[config.mk]
export PLATFORM = sky130hd
export DESIGN_NAME = mul_err_monitor
export DESIGN_NICKNAME = d
export VERILOG_FILES = /design/src/rtl/mul_err_monitor.sv
export SDC_FILE = /design/constraint.sdc
export NUM_CORES = 1
export LEC_CHECK = 0
export BUFFER_PORTS_ARGS = -buffer_cell sky130_fd_sc_hd__buf_4
export CAP_MARGIN = 20
export CORE_UTILIZATION = 68
export DETAILED_ROUTE_END_ITERATION = 12
export PLACE_DENSITY = 0.95
export SLEW_MARGIN = 30
export SYNTH_ARGS = -nofsm -noshare
export SYNTH_HDL_FRONTEND = slang
export SYNTH_SLANG_ARGS = --single-unit
[constraint.sdc]
create_clock -name clk -period 10.02 [get_ports clk]
set_clock_uncertainty 0.1 [all_clocks]
set_input_delay 0.501 -clock clk [delete_from_list [all_inputs] [get_ports clk]]
set_output_delay 0.501 -clock clk [all_outputs]
set_load 0.03 [all_outputs]
[src/rtl/mul_err_monitor.sv]
// mul_err_monitor: error-statistics collector for a 16x16 approximate
// unsigned multiplier. Each accepted sample (A, B, Z) goes through a three-stage
// pipeline that recomputes A*B and forms |A*B - Z|. An accumulate stage then
// updates the sum of absolute errors, the worst-case error and the count of
// erroneous samples over a run of n_samples samples.
// Optional feature: define MUL_ERR_MONITOR_WORST_OPS_EN to add worst_a/worst_b,
// which hold the operands of the earliest sample that reached the current wce.
module mul_err_monitor #(
    parameter int W     = 16,
    parameter int CNT_W = 17,
    parameter int SUM_W = 2*W + CNT_W
) (
    input  logic             clk,
    input  logic             rst_n,
    input  logic             start,
    input  logic [CNT_W-1:0] n_samples,
    input  logic             in_valid,
    output logic             in_ready,
    input  logic [W-1:0]     in_a,
    input  logic [W-1:0]     in_b,
    input  logic [2*W-1:0]   in_z,
    output logic             busy,
    output logic             done,
    output logic [SUM_W-1:0] err_sum,
    output logic [2*W-1:0]   wce,
`ifdef MUL_ERR_MONITOR_WORST_OPS_EN
    output logic [W-1:0]     worst_a,
    output logic [W-1:0]     worst_b,
`endif
    output logic [CNT_W-1:0] err_cnt
);

    typedef enum logic [1:0] {IDLE, RUN, DRAIN, DONE} state_t;

    state_t             state_q;
    logic               busy_q, done_q;
    logic [CNT_W-1:0]   cnt_q, n_q;
    logic [CNT_W-1:0]   cnt_inc;

    // pipeline registers
    logic               v1_q, v2_q, v3_q;
    logic [W-1:0]       a1_q, b1_q;
    logic [2*W-1:0]     z1_q, exact2_q, z2_q, diff3_q;
    logic               neq3_q;

    // statistics
    logic [SUM_W-1:0]   err_sum_q;
    logic [2*W-1:0]     wce_q;
    logic [CNT_W-1:0]   err_cnt_q;

    logic accept;
    logic clear_stats;

    // in_ready is derived only from registered state so it never depends on in_valid
    assign in_ready    = (state_q == RUN) && (cnt_q < n_q);
    assign accept      = in_valid & in_ready;
    assign clear_stats = (state_q == IDLE) & start;
    assign cnt_inc     = cnt_q + CNT_W'(1);

    assign busy    = busy_q;
    assign done    = done_q;
    assign err_sum = err_sum_q;
    assign wce     = wce_q;
    assign err_cnt = err_cnt_q;

    // run-control FSM with registered busy/done outputs
    always_ff @(posedge clk or negedge rst_n) begin
        if (!rst_n) begin
            state_q <= IDLE;
            busy_q  <= 1'b0;
            done_q  <= 1'b0;
            cnt_q   <= '0;
            n_q     <= '0;
        end else begin
            case (state_q)
                IDLE: begin
                    if (start) begin
                        n_q    <= n_samples;
                        cnt_q  <= '0;
                        busy_q <= 1'b1;
                        if (n_samples != '0) begin
                            state_q <= RUN;
                        end else begin
                            state_q <= DONE;
                            done_q  <= 1'b1;
                        end
                    end
                end
                RUN: begin
                    if (accept) begin
                        cnt_q <= cnt_inc;
                        if (cnt_inc == n_q) begin
                            state_q <= DRAIN;
                        end
                    end
                end
                DRAIN: begin
                    // the accumulate update for a set v3 happens on this same edge
                    if (!(v1_q | v2_q | v3_q)) begin
                        state_q <= DONE;
                        done_q  <= 1'b1;
                    end
                end
                DONE: begin
                    state_q <= IDLE;
                    busy_q  <= 1'b0;
                    done_q  <= 1'b0;
                end
                default: state_q <= IDLE;
            endcase
        end
    end

    // three-stage datapath: capture, exact multiply, absolute difference
    always_ff @(posedge clk or negedge rst_n) begin
        if (!rst_n) begin
            v1_q     <= 1'b0;
            v2_q     <= 1'b0;
            v3_q     <= 1'b0;
            a1_q     <= '0;
            b1_q     <= '0;
            z1_q     <= '0;
            exact2_q <= '0;
            z2_q     <= '0;
            diff3_q  <= '0;
            neq3_q   <= 1'b0;
        end else begin
            v1_q <= accept;
            v2_q <= v1_q;
            v3_q <= v2_q;
            if (accept) begin
                a1_q <= in_a;
                b1_q <= in_b;
                z1_q <= in_z;
            end
            exact2_q <= {{W{1'b0}}, a1_q} * {{W{1'b0}}, b1_q};
            z2_q     <= z1_q;
            diff3_q  <= (exact2_q >= z2_q) ? (exact2_q - z2_q) : (z2_q - exact2_q);
            neq3_q   <= (exact2_q != z2_q);
        end
    end

    // accumulate stage; a start in IDLE clears the previous run's figures
    always_ff @(posedge clk or negedge rst_n) begin
        if (!rst_n) begin
            err_sum_q <= '0;
            wce_q     <= '0;
            err_cnt_q <= '0;
        end else if (clear_stats) begin
            err_sum_q <= '0;
            wce_q     <= '0;
            err_cnt_q <= '0;
        end else if (v3_q) begin
            err_sum_q <= err_sum_q + SUM_W'(diff3_q);
            err_cnt_q <= err_cnt_q + CNT_W'(neq3_q);
            if (diff3_q > wce_q) begin
                wce_q <= diff3_q;
            end
        end
    end

`ifdef MUL_ERR_MONITOR_WORST_OPS_EN
    logic [W-1:0] a2_q, b2_q, a3_q, b3_q;
    logic [W-1:0] worst_a_q, worst_b_q;

    assign worst_a = worst_a_q;
    assign worst_b = worst_b_q;

    // operands ride alongside the datapath; strict compare keeps the earliest tie
    always_ff @(posedge clk or negedge rst_n) begin
        if (!rst_n) begin
            a2_q      <= '0;
            b2_q      <= '0;
            a3_q      <= '0;
            b3_q      <= '0;
            worst_a_q <= '0;
            worst_b_q <= '0;
        end else begin
            a2_q <= a1_q;
            b2_q <= b1_q;
            a3_q <= a2_q;
            b3_q <= b2_q;
            if (clear_stats) begin
                worst_a_q <= '0;
                worst_b_q <= '0;
            end else if (v3_q && (diff3_q > wce_q)) begin
                worst_a_q <= a3_q;
                worst_b_q <= b3_q;
            end
        end
    end
`endif

endmodule
==> impl_metrics.tcl <==
set metrics [dict create \
    status "complete, no violations" \
    cp_num_buf_inv 4 \
    async_flop_share 1.000 \
    fin_nets 3486 \
    rows 71 \
    layout_common_cells "inv_1 (369), dfrtp_1 (299), nand2_1 (266)" \
    max_stage_delay_ps 840 \
    cts_buffer_depth 3 \
    drt_iter0_drc 1965 \
    synth_edf_count 0 \
    clockRootBuffer "clkbuf_16" \
    worst-path-max-fanout 17 \
    crit_type "reg2reg" \
    numCtsBuffers 36 \
    avgSynthCellArea_um2 9.310 \
    fin_setup_tns_ps 0 \
    syn_to_final_growth_pct 10.97 \
    setup_viol 0 \
    postCtsSetupRepairBufs 0 \
    insertion_delay_ps 570 \
    fillers 2479 \
    yosysUniqueCellTypes 84 \
    vias_per_cell 6.171 \
    synth-main-ff-cell "dfrtp_1" \
    grt_pass1_vias 22120 \
    pre_cts_slack_ps 3021 \
    initial_utilization 0.6958 \
    drt-met1-wl_um 26140 \
    syn_inst 2835 \
    htree_num_levels 2 \
    post_drt_wl_per_cell_um 19.55 \
    finalWirelength_um 68160 \
    placed_area_um2 27990 \
    met3_length_um 5110 \
    worstSetupStartpointType "flip-flop" \
    crit_chain "and2_1 > fa_1 > inv_1 > fa_1 > fa_1 > fa_1 > inv_1 > fa_1 > inv_1 > fa_1 > inv_1 > ha_1 > a21oi_1 > o211ai_1 > a2111oi_0 > o31ai_1 > nand2_1 > nor2_1 > o21ai_0 > nor2b_1 > xnor2_1" \
    insertedDiodeCount 0 \
    cp-end-kind "flip-flop" \
    overflow 0 \
    maxUsedRoutingLayer "met4" \
    crit_slowest_cell "a2111oi_0" \
    synthesis.nets 3372 \
    die_h_um 199.0 \
    vias 21510 \
    cts.sinks 300 \
    port_buffers 185 \
    setup_ws_ps 2815 \
    wl_met2_um 34180 \
    grt_first_pass_wirelength_um 110700 \
    core_um2 37930 \
    cts_tree "yes" \
    antenna_found_initial 0 \
    drcViolationCount 0 \
    finish.utilization 0.7721 \
    final_area_um2 29290 \
    layout_commonest_cell "inv_1" \
    synth_seq_cells 300 \
    syn_area_um2 26390 \
    min_path_type "in2reg" \
    die_area_um2 39610 \
    cap_violations 0 \
    drt_first_pass_iters 8 \
    maxClockFrequency_mhz 138.8 \
    hpwlAfterDp_um 52330 \
    grt_max_degree 89 \
    report.final.slew_viol_count 0 \
    crit_top_cell "fa_1" \
    die_x_um 199.0 \
    finalCriticalPeriod_ps 7205 \
    io_pins 186 \
    ys_seq_area_frac 0.2844 \
    drive_above_1_share 0.1187 \
    crit_family "adder cells" \
    gp_congestion 0.9679 \
    crit_arrival_ps 7590 \
    tightest_slew_ps 926.0 \
    ant_nets 0 \
    slew_headroom 0.3667 \
    path_clk_slew_ps 60 \
    yosysWarningCount 0 \
    final-hold-violation-count 0 \
    crit_required_ps 10400 \
    rsz0062_at_grt "false" \
    grt_usage 0.3566 \
    fin_crit_sh 0.7190 \
]
## per-layer routing
layer,vias up,GRT usage
li1,9733,-
met1,10520,0.4319
met2,1036,0.6320
met3,220,0.06290
met4,0,0.1345
met5,-,0
## worst paths after layout
path | startpoint | to | slack, ps | cells after the start
min in group asynchronous | rst_n | n_q[5] | 390 | 2
max | a1_q[5] | exact2_q[26] | 2820 | 21
max reg2reg | a1_q[5] | exact2_q[26] | 2820 | 21
min reg2reg | z1_q[31] | z2_q[31] | 270 | 0
min | n_samples[2] | n_q[2] | 50 | 3
max in group asynchronous | rst_n | exact2_q[31] | 7520 | 4
## state kept, by name, summed over array words and instances, names as in the netlist, 32 cells and up
register / cells
exact2_q: 32
wce: 32
diff3_q: 32
err_sum: 49
z2_q: 32
z1_q: 32
## synth_stat cells, drive strengths merged (21+ instances only)
cell type | n | area share
nor2 | 180 | 0.026
and2 | 124 | 0.029
a21o | 67 | 0.019
mux2 | 65 | 0.028
a21oi | 159 | 0.030
fa | 197 | 0.15
nand2 | 267 | 0.038
mux2i | 69 | 0.026
xor2 | 56 | 0.019
a211oi | 25 | 0.0075
nor3 | 31 | 0.0059
clkbuf | 92 | 0.014
nor2b | 21 | 0.0050
inv | 369 | 0.052
ha | 255 | 0.12
o21ai | 126 | 0.024
xnor2 | 68 | 0.023
buf | 27 | 0.0066
dfrtp | 300 | 0.28
nand3 | 52 | 0.010
nand4 | 38 | 0.0090
## cells by family (layout without fill, tap and decap cells)
logic type,Yosys count,after routing,share of synthesized area
flip-flops,300,300,0.2844
AO/OA/AOI/OAI,530,530,0.1296
buffers and inverters,489,629,0.07277
AND/OR/NAND/NOR,806,806,0.1477
adder cells (fa/ha/maj),452,452,0.2703
multiplexers,134,134,0.05404
XOR/XNOR,124,124,0.04115
## metrics by stage
step                hold slack (ps)  std cells
floorplan                     105.4       2835
global placement              254.9       3420
detailed placement            255.9       3420
CTS                           44.91       3485
global route                  46.62       3486
finish                        52.71       3486
## worst reg2reg max path, cell delays in order (launching register included)
cell	delay, ps
dfrtp_1	590
and2_1	280
fa_1	540
inv_1	60
fa_1	560
fa_1	440
fa_1	490
inv_1	60
fa_1	540
inv_1	60
fa_1	520
inv_1	40
ha_1	360
a21oi_1	260
o211ai_1	160
a2111oi_0	840
o31ai_1	330
nand2_1	190
nor2_1	110
o21ai_0	260
nor2b_1	210
xnor2_1	130
## layout make-up
cell class              count  area, um^2  area share
flip-flops and latches    300        7508      0.2564
clock inverters            18       264.0    0.009014
clock buffers              46       998.5     0.03409
well taps                 511       639.4     0.02183
inverters                 370        1389     0.04742
multi-input cells        2046       16990      0.5803
repair buffers            195        1494     0.05101
## repair_timing
action | in CTS | in global routing
gates resized for setup | 0 | 0
endpoints found under the hold margin | 81 | 0
hold buffers | 1 | 0
setup endpoints to repair | 0 | 0
Power is not shown: default switching activity piles up to over one toggle a cycle in this logic, so the estimate is an artifact.
